**src/rtl/simple_op_accum_if.sv**
```systemverilog
// Operand-pair input stream and batch-result output stream of simple_op_accum.
// The widths follow the msb/lsb override style of the simple_op hierarchy.
interface simple_op_accum_if #(
  parameter int msb1  = 3,
  parameter int msb2  = 2,
  parameter int lsb   = 0,
  parameter int cnt_w = 3,
  parameter int acc_w = 8
);

  logic             in_valid;
  logic             in_ready;
  logic [msb1:lsb]  in_a;
  logic [msb2:lsb]  in_b;
  logic             flush;
  logic             out_valid;
  logic             out_ready;
  logic [acc_w-1:0] out_sum;
  logic [cnt_w-1:0] out_n;
  logic             out_ovf;

  // Producer of operand pairs and consumer of batch results
  modport master (
    output in_valid, in_a, in_b, flush, out_ready,
    input  in_ready, out_valid, out_sum, out_n, out_ovf
  );

  // The accumulator itself
  modport slave (
    input  in_valid, in_a, in_b, flush, out_ready,
    output in_ready, out_valid, out_sum, out_n, out_ovf
  );

endinterface

```
**src/rtl/simple_op_accum.sv**
```systemverilog
// Batch accumulator for the simple_op datapath: sums (a + b) over `count`
// accepted pairs, or fewer when flushed, and presents one registered result
// with a sticky overflow flag on a valid/ready output.
module simple_op_accum #(
  parameter int msb1  = 3,
  parameter int msb2  = 2,
  parameter int lsb   = 0,
  parameter int count = 4,
  parameter int cnt_w = 3,
  parameter int acc_w = 8
) (
  input  logic          clk,
  input  logic          rst_n,
  simple_op_accum_if.slave bus
);

  localparam int A_W = msb1 - lsb + 1;
  localparam int B_W = msb2 - lsb + 1;
  localparam logic [cnt_w-1:0] LAST_IDX = cnt_w'(count - 1);

  typedef enum logic {
    ACCUM = 1'b0,
    HOLD  = 1'b1
  } state_t;

  state_t           state_q, state_d;
  logic [acc_w-1:0] acc_q, acc_d;
  logic [cnt_w-1:0] cnt_q, cnt_d;
  logic             sticky_q, sticky_d;
  logic [acc_w-1:0] sum_q, sum_d;
  logic [cnt_w-1:0] n_q, n_d;
  logic             ovf_q, ovf_d;

  logic             accept;
  logic             emit;
  logic [acc_w:0]   aExt;
  logic [acc_w:0]   bExt;
  logic [acc_w:0]   sampleFull;
  logic [acc_w:0]   accFull;
  logic [acc_w-1:0] sample;
  logic [acc_w-1:0] accNext;
  logic             addCarry;

  // Sample datapath: operands are masked when idle so that undriven
  // inputs never reach the accumulator; carries from both adds feed the
  // sticky overflow flag.
  always_comb begin
    aExt = '0;
    bExt = '0;
    if (bus.in_valid) begin
      aExt = {{(acc_w + 1 - A_W){1'b0}}, bus.in_a};
      bExt = {{(acc_w + 1 - B_W){1'b0}}, bus.in_b};
    end
    sampleFull = aExt + bExt;
    sample     = sampleFull[acc_w-1:0];
    accFull    = {1'b0, acc_q} + {1'b0, sample};
    accNext    = accFull[acc_w-1:0];
    addCarry   = sampleFull[acc_w] | accFull[acc_w];
  end

  // Next-state logic: accumulate in ACCUM, close the batch on the last
  // sample or a useful flush, then park the result in HOLD until taken.
  always_comb begin
    state_d  = state_q;
    acc_d    = acc_q;
    cnt_d    = cnt_q;
    sticky_d = sticky_q;
    sum_d    = sum_q;
    n_d      = n_q;
    ovf_d    = ovf_q;
    accept   = 1'b0;
    emit     = 1'b0;

    case (state_q)
      ACCUM: begin
        accept = bus.in_valid;
        emit   = (accept && (cnt_q == LAST_IDX)) ||
                 (bus.flush && ((cnt_q != '0) || accept));
        if (accept) begin
          acc_d    = accNext;
          cnt_d    = cnt_q + cnt_w'(1);
          sticky_d = sticky_q | addCarry;
        end
        if (emit) begin
          sum_d    = accept ? accNext : acc_q;
          n_d      = cnt_q + {{(cnt_w - 1){1'b0}}, accept};
          ovf_d    = sticky_q | (accept & addCarry);
          acc_d    = '0;
          cnt_d    = '0;
          sticky_d = 1'b0;
          state_d  = HOLD;
        end
      end
      HOLD: begin
        if (bus.out_ready) begin
          state_d = ACCUM;
        end
      end
      default: begin
        state_d = ACCUM;
      end
    endcase
  end

  // State and result registers with synchronous active-low reset; reset
  // drops any partial batch and any pending result.
  always_ff @(posedge clk) begin
    if (!rst_n) begin
      state_q  <= ACCUM;
      acc_q    <= '0;
      cnt_q    <= '0;
      sticky_q <= 1'b0;
      sum_q    <= '0;
      n_q      <= '0;
      ovf_q    <= 1'b0;
    end else begin
      state_q  <= state_d;
      acc_q    <= acc_d;
      cnt_q    <= cnt_d;
      sticky_q <= sticky_d;
      sum_q    <= sum_d;
      n_q      <= n_d;
      ovf_q    <= ovf_d;
    end
  end

  assign bus.in_ready  = (state_q == ACCUM);
  assign bus.out_valid = (state_q == HOLD);
  assign bus.out_sum   = sum_q;
  assign bus.out_n     = n_q;
  assign bus.out_ovf   = ovf_q;

  // A pending result stays put, unchanged, until the consumer takes it.
  property resultHeld;
    @(posedge clk) disable iff (!rst_n)
      (bus.out_valid && !bus.out_ready) |=>
        (bus.out_valid && $stable(bus.out_sum) && $stable(bus.out_n) && $stable(bus.out_ovf));
  endproperty
  assert property (resultHeld);

  // Input and output sides are never open at the same time.
  property exclusiveReady;
    @(posedge clk) disable iff (!rst_n)
      !(bus.in_ready && bus.out_valid);
  endproperty
  assert property (exclusiveReady);

endmodule

```
**src/flat_wrapper.sv**
```systemverilog
// flat-port wrapper written by rule: the top's interface ports become plain ports
module simple_op_accum_flat 
#(
  parameter int msb1  = 3,
  parameter int msb2  = 2,
  parameter int lsb   = 0,
  parameter int count = 4,
  parameter int cnt_w = 3,
  parameter int acc_w = 8
)
  (clk, rst_n, bus_in_valid, bus_in_a, bus_in_b, bus_flush, bus_out_ready, bus_in_ready, bus_out_valid, bus_out_sum, bus_out_n, bus_out_ovf);
  simple_op_accum_if #(.msb1(msb1), .msb2(msb2), .lsb(lsb), .cnt_w(cnt_w), .acc_w(acc_w)) bus_i ();
  input  logic clk;
  input  logic rst_n;
  input wire logic [$bits(bus_i.in_valid)-1:0] bus_in_valid;
  input wire logic [$bits(bus_i.in_a)-1:0] bus_in_a;
  input wire logic [$bits(bus_i.in_b)-1:0] bus_in_b;
  input wire logic [$bits(bus_i.flush)-1:0] bus_flush;
  input wire logic [$bits(bus_i.out_ready)-1:0] bus_out_ready;
  output wire logic [$bits(bus_i.in_ready)-1:0] bus_in_ready;
  output wire logic [$bits(bus_i.out_valid)-1:0] bus_out_valid;
  output wire logic [$bits(bus_i.out_sum)-1:0] bus_out_sum;
  output wire logic [$bits(bus_i.out_n)-1:0] bus_out_n;
  output wire logic [$bits(bus_i.out_ovf)-1:0] bus_out_ovf;
  assign bus_i.in_valid = bus_in_valid;
  assign bus_i.in_a = bus_in_a;
  assign bus_i.in_b = bus_in_b;
  assign bus_i.flush = bus_flush;
  assign bus_i.out_ready = bus_out_ready;
  assign bus_in_ready = bus_i.in_ready;
  assign bus_out_valid = bus_i.out_valid;
  assign bus_out_sum = bus_i.out_sum;
  assign bus_out_n = bus_i.out_n;
  assign bus_out_ovf = bus_i.out_ovf;
  simple_op_accum #(.msb1(msb1), .msb2(msb2), .lsb(lsb), .count(count), .cnt_w(cnt_w), .acc_w(acc_w)) u_core (.clk(clk), .rst_n(rst_n), .bus(bus_i));
endmodule
```
**config.mk**
```make
export PLATFORM = sky130hd
export DESIGN_NAME = simple_op_accum_flat
export DESIGN_NICKNAME = d
export VERILOG_FILES = /design/src/rtl/simple_op_accum_if.sv /design/src/rtl/simple_op_accum.sv /design/src/flat_wrapper.sv
export SDC_FILE = /design/constraint.sdc
export NUM_CORES = 1
export LEC_CHECK = 0
export ABC_CLOCK_PERIOD_IN_PS = 7850
export CAP_MARGIN = 20
export CORE_MARGIN = 2
export CORE_UTILIZATION = 57
export CTS_CLUSTER_SIZE = 12
export DETAILED_ROUTE_END_ITERATION = 8
export PLACE_DENSITY_LB_ADDON = 0.15
export SYNTH_ARGS = -nofsm -noshare
export SYNTH_HDL_FRONTEND = slang
export SYNTH_SLANG_ARGS = --single-unit
export TNS_END_PERCENT = 100
```
**constraint.sdc**
```tcl
create_clock -name clk -period 7.85 [get_ports clk]
set_input_delay 1.57 -clock clk [delete_from_list [all_inputs] [get_ports clk]]
set_output_delay 1.57 -clock clk [all_outputs]
set_load 0.1 [all_outputs]
```
==> results_dict.tcl, run 1 <==
set metrics [dict create \
    fillers 221 \
    cts_resized 0 \
    setup_viol_count_final 0 \
    cp.buffers_inverters 2 \
    synthSimpleGateAreaFrac 0.216 \
    clock_sinks 25 \
    wire_per_inst_um 14.7 \
    power.density_nw_per_um2 179 \
    root_buffer "clkbuf_4" \
    min_period_over_period 0.569 \
    rsz0062_at_grt "no" \
    place.gp.congestion 0.833 \
    io_pins 26 \
    final_cell_mix "25 x clkdlybuf4s50_1, 25 x dfxtp_1, 22 x a21oi_1" \
    areaGrowthSynthToFinish_pct 18.6 \
    die_y_um 56.7 \
    switching_power_mw 0.140 \
    via_count 1494 \
    finalPower_mw 0.336 \
    ys_seq_area_frac 0.316 \
    path_max_fanout 35 \
    synthAdderAreaFrac 0.128 \
    critPathSlowestCell "or4_1" \
    setup_tns_ns 0 \
    muxShareOfSynthArea 0.0253 \
    peakVddDrop_mv 0.127 \
    path_cells "clkdlybuf4s50_1 -> buf_4 -> and2_1 -> ha_1 -> a21o_1 -> a21oi_1 -> xor2_1 -> ha_1 -> o21ai_0 -> o21a_1 -> or4_1 -> a31oi_1" \
    synth_ff_type "dfxtp_1" \
    dieArea_um2 3220 \
    nets 238 \
    cts_tree "built" \
    ys_warn_count 0 \
    clk-insertion-delay-late_ns 0.33 \
    final_cells 241 \
    async_reset_ff_frac 0 \
    min_period_ns 4.47 \
    cp_top_family "compound AO/OA/AOI/OAI gates" \
    grt_overflow 0 \
    core.rowCount 19 \
    n_antenna_cell 0 \
    endpoint_kind "flop" \
    netlist_area_um2 1580 \
    port_buffers 25 \
    max-cap-violations 0 \
    tightestPinTransition_ns 0.970 \
    clkTransAtPathRegs_ns 0.15 \
    grt_pass1_wl_um 6040 \
    numCtsBuffers 3 \
    crit_path_max_incr_delay_ns 0.49 \
    clockBufferDepth 2 \
    hp-class "flop to flop" \
    skew_ns 0.00135 \
    h-tree-depth 1 \
    ctsHoldBuffers 0 \
    maxSlewViolCount 0 \
    required_ns 8.11 \
    arrival_ns 4.73 \
    crit_top_cell "ha_1" \
    status "finished with violations" \
    syn_area_per_cell_um2 8.43 \
    synth_compound_area_frac 0.242 \
    synth_cell_types 47 \
    failed_checks "design-rule violations" \
    grt_pass1_vias 1376 \
    startpoint_type "input port" \
    hold_violations 0 \
    syn-num-nets 215 \
    antenna_found_initial 0 \
    switching_share 0.417 \
    first_iter_violations 65 \
    synthXorXnorAreaFrac 0.0276 \
    r2r_setup_slack_ns 5.83 \
    synth_top_family_by_area "compound AO/OA/AOI/OAI gates" \
    die_w_um 56.7 \
    slew-limit-headroom 0.351 \
    ant_nets 0 \
    place_inst 236 \
    grt_use_total 0.237 \
    critical_path_class "input port to flop" \
    dp_hpwl_um 2560 \
    pwr-share-clk 0.190 \
    intPower_mw 0.196 \
    placeableCoreArea_um2 2690 \
    drt_pass1_iterations 6 \
    synth_edf_count 0 \
    ys_ff_latch 25 \
    p_leak_nw 0.704 \
    grt_start_max_net_pins 36 \
    vias_per_cell 6.20 \
    cts_setup_buffers 0 \
    routed_wl_um 3550 \
    drive_above_1_share 0.0524 \
    start_util 0.590 \
    route.detailed.drc 2 \
    fmax_ghz 0.224 \
    pwr-share-seq 0.427 \
    share_comb_of_total_power 0.383 \
    syn_inst 188 \
]
-- logic make-up after synthesis --
kind of cell,Yosys count
AOI/OAI and AO/OA,62
and+or+nand+nor,61
DFF,25
buffers and inverters,16
adders and majority gates,15
xor gates and xnor gates,5
muxes,4
-- registers in the layout, summed over array words and instances (netlist names) --
signal                count
u_core.sticky_q           1
u_core.bus.out_valid      1
u_core.bus.out_n          3
u_core.cnt_q              3
u_core.acc_q              8
u_core.bus.out_ovf        1
u_core.bus.out_sum        8
-- worst paths after layout --
kind	from	endpoint	cells past startpoint
worst max-delay path	bus_in_valid	u_core.acc_q[5]$_SDFFE_PN0N_	12
worst min-delay path	u_core.bus.out_n[1]$_SDFFE_PN0P_	u_core.bus.out_n[1]$_SDFFE_PN0P_	2
worst max register to register	u_core.acc_q[0]$_SDFFE_PN0N_	u_core.bus.out_sum[4]$_SDFFE_PN0P_	6
worst min register to register	u_core.bus.out_n[1]$_SDFFE_PN0P_	u_core.bus.out_n[1]$_SDFFE_PN0P_	2
-- final cells by class --
type	instances	area, um2	area share
Tap cell	31	38.8	0.0207
Clock inverter	1	7.51	0.00400
Multi-Input combinational cell	147	1010	0.540
Timing Repair Buffer	27	269	0.143
Sequential cell	25	500	0.266
Inverter	7	26.3	0.0140
Clock buffer	3	22.5	0.0120
-- per-layer routing --
metal	share of wire	track usage	vias up	routed length, um
met5	0	0	-	0
met4	0.0090	0.0714	0	32
met3	0.041	0.0346	4	144
met2	0.50	0.404	29	1760
met1	0.45	0.307	724	1620
li1	-	-	737	-
-- metrics by stage --
| stage | hold slack [ns] | instance area [um2] | setup slack, ns | util |
|---|---|---|---|---|
| final | 0.472 | 1880 | 3.38 | 0.699 |
| after global routing | 0.495 | 1880 | 3.15 | 0.699 |
| after CTS | 0.471 | 1870 | 3.41 | 0.695 |
| after detailed placement | 0.449 | 1840 | 3.08 | 0.684 |
| after global placement | 0.444 | 1840 | 3.20 | 0.684 |
| after floorplan | 0.441 | 1580 | 3.74 | - |
-- worst min-delay path, cell delays in order, from the launching register on --
cell and delay [ns]:
dfxtp_1 0.34, nand2_1 0.05, a21oi_1 0.05
-- cell usage after synthesis, types with 4 or more instances --
| cell | instances | area share |
|---|---|---|
| and2_1 | 6 | 0.024 |
| nand3_1 | 6 | 0.019 |
| o21ai_0 | 14 | 0.044 |
| ha_1 | 13 | 0.10 |
| nor2_1 | 11 | 0.026 |
| clkbuf_1 | 5 | 0.012 |
| mux2i_1 | 4 | 0.025 |
| a211oi_1 | 5 | 0.024 |
| a21oi_1 | 22 | 0.070 |
| dfxtp_1 | 25 | 0.32 |
| nand3b_1 | 4 | 0.019 |
| nand2_1 | 15 | 0.036 |
| inv_1 | 6 | 0.014 |
-- power groups by stage --
stage          clock, mW  combinational (mW)  sequential (mW)
2_1_floorplan          0              0.0570            0.185
3_3_place_gp           0               0.124            0.145
5_1_grt           0.0668               0.137            0.145
6_report          0.0637               0.129            0.143
4_1_cts           0.0634               0.127            0.143
3_5_place_dp           0               0.126            0.146
(Power assumes the default switching activity.)
==> run 2, diff against run 1 <==
--- a/config.mk
+++ b/config.mk
@@ -5,10 +5,10 @@
 export SDC_FILE = /design/constraint.sdc
 export NUM_CORES = 1
 export LEC_CHECK = 0
-export ABC_CLOCK_PERIOD_IN_PS = 7850
+export ABC_CLOCK_PERIOD_IN_PS = 3900
 export CAP_MARGIN = 20
 export CORE_MARGIN = 2
-export CORE_UTILIZATION = 57
+export CORE_UTILIZATION = 48
 export CTS_CLUSTER_SIZE = 12
 export DETAILED_ROUTE_END_ITERATION = 8
 export PLACE_DENSITY_LB_ADDON = 0.15
==> constraint.sdc (replaced) <==
create_clock -name clk -period 3.9 [get_ports clk]
set_input_delay 0.78 -clock clk [delete_from_list [all_inputs] [get_ports clk]]
set_output_delay 0.78 -clock clk [all_outputs]
set_load 0.1 [all_outputs]
==> results_dict.tcl, run 2 (synthesis gave the netlist of run 1 again) <==
set metrics [dict create \
    min_period_over_period 0.887 \
    grt_start_max_net_pins 30 \
    hold_ws_ns 0.468 \
    hp-class "flop to flop" \
    seqCellArea_um2 500 \
    n_antenna_cell 0 \
    multiInputGateArea_um2 1010 \
    dp_hpwl_um 2570 \
    drt_pass1_iterations 4 \
    die_y_um 61.4 \
    fillers 319 \
    cts_setup_buffers 0 \
    arrival_ns 3.71 \
    critical_path_class "input port to flop" \
    skew_ns 0.0135 \
    place_inst 251 \
    vias_per_cell 5.63 \
    p_leak_nw 0.711 \
    hold_violations 0 \
    cp.buffers_inverters 1 \
    route.detailed.drc 0 \
    peakVddDrop_mv 0.179 \
    rsz0062_at_grt "no" \
    first_iter_violations 84 \
    slew-limit-headroom 0.353 \
    placeableCoreArea_um2 3100 \
    io_pins 26 \
    grt_use_total 0.211 \
    clk-insertion-delay-late_ns 0.32 \
    nets 239 \
    post_dp_cell_area_um2 1870 \
    min_period_ns 3.46 \
    core.rowCount 20 \
    setup_ws_ns 0.440 \
    required_ns 4.15 \
    tightestPinTransition_ns 0.968 \
    place.gp.congestion 0.893 \
    grt_pass1_vias 1336 \
    r2r_setup_slack_ns 1.90 \
    setup_viol_count_final 0 \
    pre_cts_ws_ns 0.119 \
    startpoint_type "input port" \
    max-cap-violations 0 \
    fmax_ghz 0.289 \
    ctsHoldBuffers 0 \
    endpoint_kind "flop" \
    via_count 1436 \
    port_buffers 25 \
    final_cells 255 \
    clkTransAtPathRegs_ns 0.15 \
    root_buffer "clkbuf_4" \
    setup_tns_ns 0 \
    postLayoutCoreUtil 0.610 \
    cp_top_family "compound AO/OA/AOI/OAI gates" \
    start_util 0.510 \
    power.density_nw_per_um2 351 \
    cts_tree "built" \
    numCtsBuffers 3 \
    clock_sinks 25 \
    path_cells "clkdlybuf4s50_1 -> and2_1 -> ha_1 -> a21o_1 -> a21oi_1 -> xor2_1 -> ha_1 -> o21ai_0 -> o21a_1 -> or4_1 -> a31oi_1" \
    crit_path_max_incr_delay_ns 0.56 \
    cts_resized 0 \
    wire_per_inst_um 13.9 \
    stdcell_area_um2 1890 \
    ant_nets 0 \
    routed_wl_um 3550 \
    clockBufferDepth 2 \
    die_w_um 61.4 \
    path_max_fanout 8 \
    grt_pass1_wl_um 5930 \
    drive_above_1_share 0.0569 \
    finalPower_mw 0.665 \
    grt_overflow 0 \
    antenna_found_initial 0 \
    maxSlewViolCount 0 \
    h-tree-depth 1 \
    final_cell_mix "25 x dfxtp_1, 24 x clkdlybuf4s50_1, 22 x a21oi_1" \
    critPathSlowestCell "clkdlybuf4s50_1" \
    crit_top_cell "ha_1" \
    final_common_cell "dfxtp_1" \
    dieArea_um2 3780 \
    areaGrowthSynthToFinish_pct 19.4 \
    status "finished, final reports clean" \
]
-- run 2: changes by cell type in the layout (fill, tap and decap cells not counted) --
cell             previous run  this run
buf_4                       1         4
buf_6                       1         0
clkbuf_1                    0         1
clkdlybuf4s50_1            25        24
clkinvlp_4                  1         0
-- run 2: final cells by class --
| class | instances | share of cell area |
|---|---|---|
| inverter | 7 | 0.0139 |
| sequential | 25 | 0.265 |
| multi-input combinational | 147 | 0.536 |
| timing repair buffer | 28 | 0.143 |
| tap | 44 | 0.0291 |
| clock buffer | 4 | 0.0139 |
-- run 2: worst register-to-register path, stage by stage, from the launching register on --
cell      delay, ns
dfxtp_1        0.35
ha_1           0.24
fa_1           0.42
a21oi_1        0.36
o211ai_2       0.19
o211ai_1       0.18
nor3b_1        0.19
-- run 2: final timing paths --
path / from / to / cells after the start
max: bus_in_valid / u_core.acc_q[7]$_SDFFE_PN0N_ / 11
min: u_core.bus.out_n[1]$_SDFFE_PN0P_ / u_core.bus.out_n[1]$_SDFFE_PN0P_ / 2
max reg2reg: u_core.acc_q[0]$_SDFFE_PN0N_ / u_core.acc_q[6]$_SDFFE_PN0N_ / 6
min reg2reg: u_core.bus.out_n[1]$_SDFFE_PN0P_ / u_core.bus.out_n[1]$_SDFFE_PN0P_ / 2
-- run 2: power breakdown --
| part | internal, mW | total, mW | leakage, nW | switching [mW] |
|---|---|---|---|---|
| combinational | 0.0819 | 0.261 | 0.492 | 0.179 |
| clock | 0.0399 | 0.120 | 0.0150 | 0.0802 |
| sequential | 0.273 | 0.284 | 0.204 | 0.0112 |
| total | 0.395 | 0.665 | 0.711 | 0.270 |
-- run 2: layer usage --
metal | up-vias | wire (um) | share of wire | global-route usage
li1 | 740 | - | - | -
met1 | 667 | 1730 | 0.49 | 0.277
met2 | 27 | 1680 | 0.47 | 0.368
met3 | 2 | 116 | 0.033 | 0.0252
met4 | 0 | 19 | 0.0054 | 0.0517
met5 | - | 0 | 0 | 0
==> run 3, diff against run 2 <==
--- a/config.mk
+++ b/config.mk
@@ -5,12 +5,13 @@
 export SDC_FILE = /design/constraint.sdc
 export NUM_CORES = 1
 export LEC_CHECK = 0
-export ABC_CLOCK_PERIOD_IN_PS = 3900
+export ABC_CLOCK_PERIOD_IN_PS = 3400
 export CAP_MARGIN = 20
 export CORE_MARGIN = 2
-export CORE_UTILIZATION = 48
+export CORE_UTILIZATION = 60
 export CTS_CLUSTER_SIZE = 12
 export DETAILED_ROUTE_END_ITERATION = 8
+export DONT_BUFFER_PORTS = 1
 export PLACE_DENSITY_LB_ADDON = 0.15
 export SYNTH_ARGS = -nofsm -noshare
 export SYNTH_HDL_FRONTEND = slang
==> constraint.sdc (replaced) <==
create_clock -name clk -period 3.4 [get_ports clk]
set_input_delay 0.68 -clock clk [delete_from_list [all_inputs] [get_ports clk]]
set_output_delay 0.68 -clock clk [all_outputs]
set_load 0.1 [all_outputs]
==> results_dict.tcl, run 3 (synthesis gave the netlist of run 1 again) <==
set metrics [dict create \
    numCtsBuffers 3 \
    grt_pass1_vias 1307 \
    die_y_um 55.4 \
    placeableCoreArea_um2 2500 \
    grt_use_total 0.238 \
    gr-usage-met1 0.300 \
    path_max_fanout 8 \
    use_met3 0.0445 \
    postLayoutCoreUtil 0.649 \
    slew-limit-headroom 0.305 \
    drt_pass1_iterations 4 \
    clockBufferDepth 2 \
    skew_ns 0.00183 \
    wire_per_inst_um 16.0 \
    nets 213 \
    port_buffers 0 \
    ctsHoldBuffers 0 \
    drive_above_1_share 0.0595 \
    post_dp_cell_area_um2 1590 \
    final_cell_mix "25 x dfxtp_1, 22 x a21oi_1, 15 x nand2_1" \
    via_count 1380 \
    setup_tns_ns 0 \
    clk-insertion-delay-late_ns 0.34 \
    antenna_found_initial 0 \
    areaGrowthSynthToFinish_pct 2.45 \
    status "finished, final reports clean" \
    endpoint_kind "flop" \
    cts_tree "built" \
    tightestPinTransition_ns 1.04 \
    stdcell_area_um2 1620 \
    top_usage_layer "met2" \
    power.density_nw_per_um2 451 \
    startpoint_type "input port" \
    core.rowCount 18 \
    rsz0062_at_grt "no" \
    final_common_cell "dfxtp_1" \
    fmax_ghz 0.370 \
    hp-class "input port to flop" \
    min_period_over_period 0.795 \
    routed_wl_um 3450 \
    critical_path_class "input port to flop" \
    required_ns 3.67 \
    arrival_ns 2.98 \
    maxSlewViolCount 0 \
    dieArea_um2 3070 \
    use_met2 0.401 \
    start_util 0.634 \
    cts_resized 0 \
    grt_start_max_net_pins 36 \
    clkTransAtPathRegs_ns 0.15 \
    io_pins 26 \
    cts_setup_buffers 0 \
    p_leak_nw 0.611 \
    setup_viol_count_final 0 \
    first_iter_violations 43 \
    die_w_um 55.4 \
    clock_sinks 25 \
    vias_per_cell 6.42 \
    grt_pass1_wl_um 5890 \
    route.detailed.drc 0 \
    min_period_ns 2.70 \
    n_antenna_cell 0 \
    ant_nets 0 \
    h-tree-depth 1 \
    root_buffer "clkbuf_4" \
    grt_overflow 0 \
    peakVddDrop_mv 0.367 \
    hold_violations 0 \
    dp_hpwl_um 2510 \
    place.gp.congestion 0.788 \
    max-cap-violations 0 \
]
==> run 3: final cells by class <==
cell class | instances | area (um2)
multi-input combinational | 147 | 1010
fill | 217 | 877
sequential | 25 | 500
tap | 30 | 37.5
inverter | 7 | 26.3
clock buffer | 3 | 22.5
timing repair buffer | 2 | 15.0
clock inverter | 1 | 7.51
==> run 3: path summary, 6_finish.rpt <==
| check | start | end | cells past startpoint | slack [ns] |
|---|---|---|---|---|
| worst max register to register | u_core.bus.out_valid$_SDFF_PN0_ | u_core.sticky_q$_SDFFE_PN0P_ | 4 | 1.19 |
| worst min register to register | u_core.sticky_q$_SDFFE_PN0P_ | u_core.sticky_q$_SDFFE_PN0P_ | 2 | 0.50 |
| worst max-delay path | bus_in_b[1] | u_core.acc_q[5]$_SDFFE_PN0N_ | 10 | 0.70 |
| worst min-delay path | bus_out_ready | u_core.bus.out_valid$_SDFF_PN0_ | 1 | 0.43 |
==> run 3: metal layers <==
metal  vias to the layer above  wire length [um]  part of all wire
li1                        685                 -                 -
met1                       650              1560              0.45
met2                        40              1670              0.48
met3                         5               167             0.048
met4                         0                53             0.015
met5                         -                 0                 0
==> run 3: power by group <==
group	internal, mW	switching, mW
Sequential	0.313	0.102
Combinational	0.0609	0.107
Clock	0.0452	0.103
Total	0.419	0.313
==> run 3: per-stage QoR <==
stage,power [mW],cells,setup WS [ns],hold WS (ns)
after floorplan,0.558,188,0.177,0.441
after global placement,0.582,211,0.369,0.467
after CTS,0.734,215,0.686,0.419
after detailed placement,0.589,211,0.325,0.478
after global routing,0.764,215,0.497,0.423
final,0.732,215,0.698,0.425
==> run 3: worst max-delay path, cell delays in order <==
cell,delay (ns)
and2_1,0.17
ha_1,0.29
a21o_1,0.18
a21oi_1,0.17
xor2_1,0.09
ha_1,0.38
o21ai_0,0.12
o21a_1,0.25
or4_1,0.48
a31oi_1,0.17
